**src/rtl/ahb_matrix_out_stage2.sv**
```systemverilog
// Output stage of an AHB bus-matrix port: round-robin arbitration between two input ports.
// Define AHB_MATRIX_OUT_LOCK_EN to keep the grant across HMASTLOCK sequences.
module ahb_matrix_out_stage2 #(
    parameter int ADDR_W = 32,
    parameter int DATA_W = 32
) (
    input  logic              HCLK,
    input  logic              HRESETn,
    input  logic              sel_op0,
    input  logic              sel_op1,
    input  logic [ADDR_W-1:0] addr_op0,
    input  logic [ADDR_W-1:0] addr_op1,
    input  logic [1:0]        trans_op0,
    input  logic [1:0]        trans_op1,
    input  logic              write_op0,
    input  logic              write_op1,
    input  logic [2:0]        size_op0,
    input  logic [2:0]        size_op1,
    input  logic [2:0]        burst_op0,
    input  logic [2:0]        burst_op1,
    input  logic [3:0]        prot_op0,
    input  logic [3:0]        prot_op1,
    input  logic              lock_op0,
    input  logic              lock_op1,
    input  logic [DATA_W-1:0] wdata_op0,
    input  logic [DATA_W-1:0] wdata_op1,
    output logic              active_op0,
    output logic              active_op1,
    output logic              readyout_op,
    output logic [1:0]        resp_op,
    output logic [DATA_W-1:0] rdata_op,
    output logic              HSELM,
    output logic [ADDR_W-1:0] HADDRM,
    output logic [1:0]        HTRANSM,
    output logic              HWRITEM,
    output logic [2:0]        HSIZEM,
    output logic [2:0]        HBURSTM,
    output logic [3:0]        HPROTM,
    output logic              HMASTLOCKM,
    output logic [DATA_W-1:0] HWDATAM,
    output logic              HREADYMUXM,
    input  logic              HREADYOUTM,
    input  logic [1:0]        HRESPM,
    input  logic [DATA_W-1:0] HRDATAM
);

    localparam logic [1:0] TR_NONSEQ = 2'b10;
    localparam logic [1:0] TR_SEQ    = 2'b11;

    logic [1:0]        addr_port, data_port, grant;
    logic              last_port, lock_hold, lock_nxt, hold_grant;
    logic [4:0]        beat_cnt, beat_nxt;
    logic              req0, req1, own_valid, own_p1;
    logic              own_sel, own_write, own_lock;
    logic [ADDR_W-1:0] own_addr, keep_addr;
    logic [1:0]        own_trans;
    logic [2:0]        own_size, own_burst, keep_size, keep_burst;
    logic [3:0]        own_prot, keep_prot;
    logic              keep_write;

    assign req0      = sel_op0 & trans_op0[1];
    assign req1      = sel_op1 & trans_op1[1];
    assign own_valid = |addr_port;
    assign own_p1    = addr_port[1];

    assign own_sel   = own_p1 ? sel_op1   : sel_op0;
    assign own_addr  = own_p1 ? addr_op1  : addr_op0;
    assign own_trans = own_p1 ? trans_op1 : trans_op0;
    assign own_write = own_p1 ? write_op1 : write_op0;
    assign own_size  = own_p1 ? size_op1  : size_op0;
    assign own_burst = own_p1 ? burst_op1 : burst_op0;
    assign own_prot  = own_p1 ? prot_op1  : prot_op0;
    assign own_lock  = own_p1 ? lock_op1  : lock_op0;

    // With no owner the address/control lines park on the last accepted transfer.
    assign HSELM      = own_valid & own_sel;
    assign HTRANSM    = own_valid ? own_trans : 2'b00;
    assign HMASTLOCKM = own_valid & own_lock;
    assign HADDRM     = own_valid ? own_addr  : keep_addr;
    assign HWRITEM    = own_valid ? own_write : keep_write;
    assign HSIZEM     = own_valid ? own_size  : keep_size;
    assign HBURSTM    = own_valid ? own_burst : keep_burst;
    assign HPROTM     = own_valid ? own_prot  : keep_prot;

    assign HWDATAM    = data_port[1] ? wdata_op1 : (data_port[0] ? wdata_op0 : '0);
    assign active_op0 = addr_port[0];
    assign active_op1 = addr_port[1];

    assign HREADYMUXM  = HREADYOUTM;
    assign readyout_op = HREADYOUTM;
    assign resp_op     = HRESPM;
    assign rdata_op    = HRDATAM;

    always_comb begin
        beat_nxt = beat_cnt;
        if (own_valid) begin
            if (own_trans == TR_NONSEQ) begin
                case (own_burst)
                    3'b010, 3'b011: beat_nxt = 5'd3;
                    3'b100, 3'b101: beat_nxt = 5'd7;
                    3'b110, 3'b111: beat_nxt = 5'd15;
                    default:        beat_nxt = 5'd0;
                endcase
            end else if (own_trans == TR_SEQ && beat_cnt != 5'd0) begin
                beat_nxt = beat_cnt - 5'd1;
            end
        end
    end

`ifdef AHB_MATRIX_OUT_LOCK_EN
    always_comb begin
        lock_nxt = lock_hold;
        if (own_valid) begin
            if (!own_lock)
                lock_nxt = 1'b0;
            else if (own_trans[1])
                lock_nxt = 1'b1;
        end
    end

    always_ff @(posedge HCLK or negedge HRESETn) begin
        if (!HRESETn)
            lock_hold <= 1'b0;
        else if (HREADYOUTM)
            lock_hold <= lock_nxt;
    end
`else
    assign lock_hold = 1'b0;
    assign lock_nxt  = lock_hold;
`endif

    // SEQ/BUSY only pins the grant for undefined-length bursts; fixed bursts end on the count.
    assign hold_grant = own_valid &
                        ((beat_nxt != 5'd0) | lock_nxt |
                         (own_trans[0] & (own_burst[2:1] == 2'b00)));

    always_comb begin
        grant = 2'b00;
        if (hold_grant)
            grant = addr_port;
        else if (req0 && req1)
            grant = last_port ? 2'b01 : 2'b10;
        else if (req0)
            grant = 2'b01;
        else if (req1)
            grant = 2'b10;
    end

    always_ff @(posedge HCLK or negedge HRESETn) begin
        if (!HRESETn) begin
            addr_port  <= 2'b00;
            data_port  <= 2'b00;
            last_port  <= 1'b1;
            beat_cnt   <= 5'd0;
            keep_addr  <= '0;
            keep_write <= 1'b0;
            keep_size  <= 3'b000;
            keep_burst <= 3'b000;
            keep_prot  <= 4'h0;
        end else if (HREADYOUTM) begin
            addr_port <= grant;
            data_port <= addr_port & {2{HTRANSM[1]}};
            beat_cnt  <= beat_nxt;
            if (!hold_grant && grant != 2'b00)
                last_port <= grant[1];
            if (own_valid) begin
                keep_addr  <= own_addr;
                keep_write <= own_write;
                keep_size  <= own_size;
                keep_burst <= own_burst;
                keep_prot  <= own_prot;
            end
        end else if (HRESPM == 2'b01) begin
            beat_cnt <= 5'd0;
        end
    end

endmodule

```
**config.mk**
```make
export PLATFORM = sky130hd
export DESIGN_NAME = ahb_matrix_out_stage2
export DESIGN_NICKNAME = d
export VERILOG_FILES = /design/src/rtl/ahb_matrix_out_stage2.sv
export SDC_FILE = /design/constraint.sdc
export NUM_CORES = 1
export LEC_CHECK = 0
export ABC_AREA = 1
export BUFFER_PORTS_ARGS = -buffer_cell sky130_fd_sc_hd__buf_2
export CAP_MARGIN = 10
export CORE_AREA = 2 2 122 124
export DETAILED_ROUTE_END_ITERATION = 10
export DIE_AREA = 0 0 124 126
export GPL_TIMING_DRIVEN = 0
export PLACE_DENSITY = 0.62
export RECOVER_POWER = 25
export SLEW_MARGIN = 0
export SYNTH_ARGS = -nofsm -noshare
export SYNTH_HDL_FRONTEND = slang
export SYNTH_SLANG_ARGS = --single-unit
```
**constraint.sdc**
```tcl
create_clock -name HCLK -period 2.5 [get_ports HCLK]
set_clock_uncertainty 0.2 [all_clocks]
set_input_delay 0.125 -clock HCLK [delete_from_list [all_inputs] [get_ports HCLK]]
set_output_delay 0.125 -clock HCLK [all_outputs]
set_load 0.02 [all_outputs]
```
---- Yosys cells after proc, flatten, opt, wreduce, memory -nomap -nowiden ----
Index checks and enable logic that the tools add are counted.
operators by class
  $add $sub $neg .......................... 1
  equality and inequality tests ........... 9
  mux-type cells .......................... 27
  bitwise gates (word level) .............. 8
  reduce and logical (&&, ||, !) cells .... 14
operator list
  operator                                                             number
  32-bit 2-to-1 mux                                                    4
  5-bit 2-to-1 mux                                                     5
  2-bit 2-to-1 mux                                                     7
  3-bit == test (second input constant)                                4
  3-bit 2-to-1 mux                                                     4
  4-bit case mux with 3 select lines                                   1
  5-bit nonzero test                                                   2
  4-bit 2-to-1 mux                                                     2
  2-bit OR reduction                                                   4
  1-bit AND                                                            6
  3-bit by 2-bit == test with 1-bit output (second input constant)     2
  5-bit by 1-bit subtractor with 5-bit output (second input constant)  1
  2-bit == test (second input constant)                                2
  1-bit 2-to-1 mux                                                     4
  2-bit nonzero test                                                   2
  1-bit logical AND                                                    3
  2-bit AND                                                            1
  2-bit by 1-bit == test with 1-bit output (second input constant)     1
  2-bit logical NOT                                                    1
  2-bit AND reduction                                                  1
  1-bit logical NOT                                                    1
  1-bit OR                                                             1
storage, ports and cells
  flip-flop bits (word level) ............. 53
  input bits .............................. 195
  output and inout bits ................... 117
  word-level logic and storage cells ...... 68

---- Depth between registers and ports, before layout ----
  depth after elaboration ................. 13
  depth in mapped cells ................... 20
  gate-level depth less buffers ........... 20

---- Least setup slack after synthesis ----
No wires, ideal clock.
  path type ............................... register to register
  from .................................... reg addr_port[1]
  to ...................................... reg last_port
  library setup time ...................... 0.076 ns
  arrival time ............................ 1.887 ns
  required time ........................... 2.224 ns
  path slack .............................. 0.338 ns
  stages on the path, launching flop included .. 19
  buffers on the path ..................... 1
  period minus slack after synthesis ...... 2.162 ns
  cell sequence ........................... dfrtp_1 inv_2 buf_6 nand2_2 nand2_1 inv_2 nand2_1 a21oi_1 nand3_1 nor2_2 nand3_2 nand2_2 nand2_1 nand2_2 nand2_2 nand2_2 nand2_1 nand2_1 nand2_1
between the ends
  cells in the longest elaborated chain, start to end .. 13
  elaborated cells between the ends (all ways) .. 29
  those cells by class .................... eq/ne: 8; mux: 7; bitwise: 3; reduce/logical: 11
RTL lines
  what                                                                    RTL line  RTL
  start: declaration                                                      50        logic [1:0] addr_port, data_port, grant;
  start signal: assignment                                                161       addr_port <= grant;
  3-bit 2-to-1 mux or 2-bit 2-to-1 mux (tied branches)                    71, 68
  3-bit == test, or another cell as far along                             98        case (own_burst)
  2-bit OR reduction or 1-bit logical AND (tied branches)                 98, 104
  4-bit case mux with 3 select lines or 5-bit 2-to-1 mux (tied branches)  98, 104
  5-bit 2-to-1 mux                                                        97        if (own_trans == TR_NONSEQ) begin
  5-bit 2-to-1 mux                                                        96        if (own_valid) begin
  5-bit nonzero test                                                      134       ((beat_nxt != 5'd0) | lock_nxt |
  1-bit OR                                                                134
  1-bit AND                                                               133       assign hold_grant = own_valid &
  2-bit 2-to-1 mux                                                        139       if (hold_grant)
  2-bit nonzero test                                                      164       if (!hold_grant && grant != 2'b00)
  1-bit logical AND                                                       164
  2-bit AND reduction (no source line)                                    --
  end signal: assignment                                                  165       last_port <= grant[1];
  end: declaration                                                        51        logic last_port, lock_hold, lock_nxt, hold_grant;
Parallel ways exist; a longest one is shown, timed or not.
A chain may end at the register's enable or synchronous reset.

---- Worst setup path in the final report ----
  from .................................... reg addr_port[1]
  to ...................................... out HADDRM[17]
between the ends
  cells in the longest elaborated chain, start to end .. 2
  elaborated cells between the ends (all ways) .. 3
  those cells by class .................... mux: 2; reduce/logical: 1
RTL lines
  what                                                     RTL line  RTL
  32-bit 2-to-1 mux or 2-bit OR reduction (tied branches)  67, 63
  32-bit 2-to-1 mux (*)                                    --
  end: declaration                                         33        output logic [ADDR_W-1:0] HADDRM,
Mark *: on every way between the ends. The rest lies on a longest branch, timed or not.

==> flow_summary.json <==
{
  "io_buffers": 279,
  "rr_startpoint": "addr_port[1]$_DFFE_PN0P_",
  "clockBufferDepth": 2,
  "clkPwrFrac_pct": 10.5,
  "start_kind": "flip-flop",
  "tns_ns": 0,
  "finalSetupViolations": 0,
  "path_buf_inv": 5,
  "arrival_ns": 2.03,
  "clkTransAtPathRegs_ns": 0.06,
  "die-height_um": 126,
  "ir_worst_vdd_mv": 0.531,
  "synth_fa_ha_area_share_pct": 0.318,
  "cts_root_buf": "clkbuf_16",
  "worst-setup-path-type": "reg2out",
  "slew_viol_final": 0,
  "p_comb_share_pct": 68.4,
  "p_per_area_nw_per_um2": 1140,
  "antenna_found_initial": 3,
  "drc_errors": 0,
  "multi_input_area_um2": 1940,
  "syn_inst": 603,
  "globalRouteTotalUtil_pct": 19.7,
  "h-tree-depth": 2,
  "cpMostUsedCell": "clkbuf_4",
  "firstDrtPassIters": 4,
  "first_iter_violations": 249,
  "layout.nets": 1096,
  "numCtsBuffers": 5,
  "p_sw_mw": 3.50,
  "start_util_pct": 27.5,
  "clk_latency_ns": 0.29,
  "synth_simple_gate_area_share_pct": 32.7,
  "tightest_slew_ns": 1.30,
  "p_int_mw": 3.16,
  "wl_mm": 15.8,
  "drive_above_1_share_pct": 35.0,
  "overflow": 0,
  "slowest_delay_ns": 0.45,
  "fp.dieW_um": 124,
  "grt_max_degree": 33,
  "first_global_vias": 4749,
  "dp_hpwl_mm": 12.8,
  "synth_top_family_by_area": "simple AND/OR/NAND/NOR gates",
  "vias_per_cell": 4.58,
  "synth_nets": 799,
  "critPathTopFamily": "buffers and inverters",
  "diodes": 0,
  "nFillCells": 1624,
  "cts_tree": "built",
  "fmax_ghz": 0.424,
  "avgSynthCellArea_um2": 6.52,
  "coreArea_um2": 14300,
  "syn_to_final_growth_pct": 47.7,
  "synthXorXnorAreaFrac_pct": 0.223,
  "status": "completed",
  "ant_nets": 0,
  "worstPathCellList": "inv_2, buf_8, nand2_2, clkbuf_4, clkbuf_4, o211ai_1, buf_4",
  "grt_pass1_wl_mm": 24.1,
  "yosys_warnings": 0,
  "gp_congestion": 0.858,
  "vias": 4971,
  "io_pins": 312,
  "final_util_pct": 40.6,
  "layout.area.seq_um2": 1330,
  "syn-cell-area_um2": 3930,
  "synth_edf_count": 0,
  "cp.required_ns": 2.17,
  "path_max_fanout": 10,
  "rsz0062_at_grt": "no",
  "place_ws_ns": -0.126,
  "async_reset_ff_share_pct": 100,
  "synth_mux_area_share_pct": 0,
  "clkSinkCount": 53,
  "yosys_register_bits": 53,
  "end_kind": "primary output",
  "max-cap-violations": 0,
  "timing.final.ws_setup_ns": 0.142,
  "p_seq_share_pct": 21.1,
  "p_total_mw": 6.65,
  "ys_types": 25,
  "slowest_stage": "dfrtp_2",
  "synth_compound_area_share_pct": 16.0,
  "p_leak_nw": 3.16,
  "wl_per_cell_um": 14.6,
  "fin_crit_sh_pct": 94.3,
  "startpoint": "addr_port[1]$_DFFE_PN0P_",
  "holdCritStartpoint": "addr_op1[24]",
  "ys.flop_type": "dfrtp_1",
  "relSlewSlack_pct": 13.1,
  "hold_viol": 0,
  "num_rows": 44,
  "swShare_pct": 52.6,
  "ys_seq_area_share_pct": 33.8,
  "min_period_ns": 2.36,
  "die-area_um2": 15600,
  "min_path_type": "in2reg"
}
-- layout by cell type, fill, tap and decap left out, types with 2 or more instances in the layout --
| cell | synthesis | layout |
|---|---|---|
| a21oi_1 | 4 | 4 |
| buf_1 | 6 | 6 |
| buf_2 | 2 | 242 |
| buf_4 | 37 | 43 |
| clkbuf_1 | 31 | 65 |
| clkbuf_16 | 0 | 5 |
| clkbuf_4 | 0 | 3 |
| dfrtp_1 | 52 | 51 |
| dlygate4sd3_1 | 0 | 7 |
| inv_1 | 59 | 59 |
| inv_2 | 3 | 3 |
| nand2_1 | 206 | 204 |
| nand2_2 | 7 | 9 |
| nand3_1 | 80 | 80 |
| nand3_2 | 2 | 2 |
| nor2_1 | 5 | 5 |
| nor2_2 | 2 | 2 |
| nor3_1 | 2 | 2 |
| o211ai_1 | 40 | 40 |
| o21ai_0 | 55 | 55 |
| o22ai_1 | 3 | 3 |
-- per-stage QoR --
stage / cells / hold slack, ns / cell area (um^2)
2_1_floorplan: 603 / -0.371 / 3930
5_1_grt: 1085 / 0.0453 / 5810
6_report: 1085 / 0.00212 / 5810
3_3_place_gp: 1066 / 0.229 / 5560
3_5_place_dp: 1067 / -0.0651 / 5580
4_1_cts: 1083 / 0.00103 / 5820
-- layer usage --
metal / vias to the layer above / routed length [um] / global-route usage (%)
li1: 2525 / - / -
met1: 2231 / 6140 / 22.9
met2: 197 / 8060 / 35.9
met3: 12 / 1460 / 5.75
met4: 6 / 94 / 3.11
met5: - / 34 / 0
-- power by group through the flow --
stage / logic, mW / clock network [mW] / registers, mW
after floorplan: 2.98 / 0 / 1.40
after global placement: 4.44 / 0 / 1.41
after detailed placement: 4.47 / 0 / 1.42
after CTS: 4.54 / 0.726 / 1.41
after global routing: 5.07 / 0.757 / 1.45
final: 4.55 / 0.697 / 1.40
-- synth_stat cells (2+ instances only) --
cell type | instances | area, um^2
a21oi_1 | 4 | 20.0
buf_1 | 6 | 22.5
buf_2 | 2 | 10.0
buf_4 | 37 | 278
clkbuf_1 | 31 | 116
dfrtp_1 | 52 | 1300
inv_1 | 59 | 221
inv_2 | 3 | 11.3
nand2_1 | 206 | 773
nand2_2 | 7 | 43.8
nand3_1 | 80 | 400
nand3_2 | 2 | 20.0
nor2_1 | 5 | 18.8
nor2_2 | 2 | 12.5
nor3_1 | 2 | 10.0
o211ai_1 | 40 | 300
o21ai_0 | 55 | 275
o22ai_1 | 3 | 18.8
-- worst min-delay path, delay by kind of cell --
kind	cells	cell delay, ns
buffers and inverters	1	0.07
and+or+nand+nor	2	0.09
AOI/OAI and AO/OA	2	0.16
-- state kept, by name, indices dropped and copies added, names as in the netlist --
register / flops
data_port: 2
beat_cnt: 5
keep_addr: 32
keep_burst: 3
keep_size: 3
keep_write: 1
keep_prot: 4
addr_port: 2
last_port: 1
-- cell families after synthesis --
logic type / count (synthesis)
AND/OR/NAND/NOR: 305
buffers and inverters: 139
AO/OA/AOI/OAI: 104
flip-flops: 53
XOR/XNOR: 1
adder cells (fa/ha/maj): 1
-- area by class of cell --
type | count | area share (%)
clock buffers | 8 | 2.52
well taps | 184 | 3.96
plain buffers | 77 | 7.90
repair buffers | 290 | 25.3
inverters | 62 | 4.01
multi-input cells | 411 | 33.4
flip-flops and latches | 53 | 22.9
-- final timing paths --
check                      slack (ns)  cells past startpoint                         to
hold reg to reg                  0.26                      2      last_port$_DFFE_PN1P_
setup / recovery                 0.14                      7                 HADDRM[17]
setup reg to reg                 0.24                     20      last_port$_DFFE_PN1P_
min in group asynchronous        0.44                      2  keep_addr[18]$_DFFE_PN0P_
hold / removal                  0.002                      5  keep_addr[24]$_DFFE_PN0P_
max in group asynchronous        0.79                      2   addr_port[1]$_DFFE_PN0P_
-- repair_timing --
action | CTS | global route
endpoints found under the setup margin | 79 | 36
hold buffers | 7 | 0
pin swaps | 1 | 5
hold endpoints to repair | 27 | 0
resized for setup | 9 | 11
setup buffers | 1 | 2
Note: power is estimated with default switching activity, not from simulation.
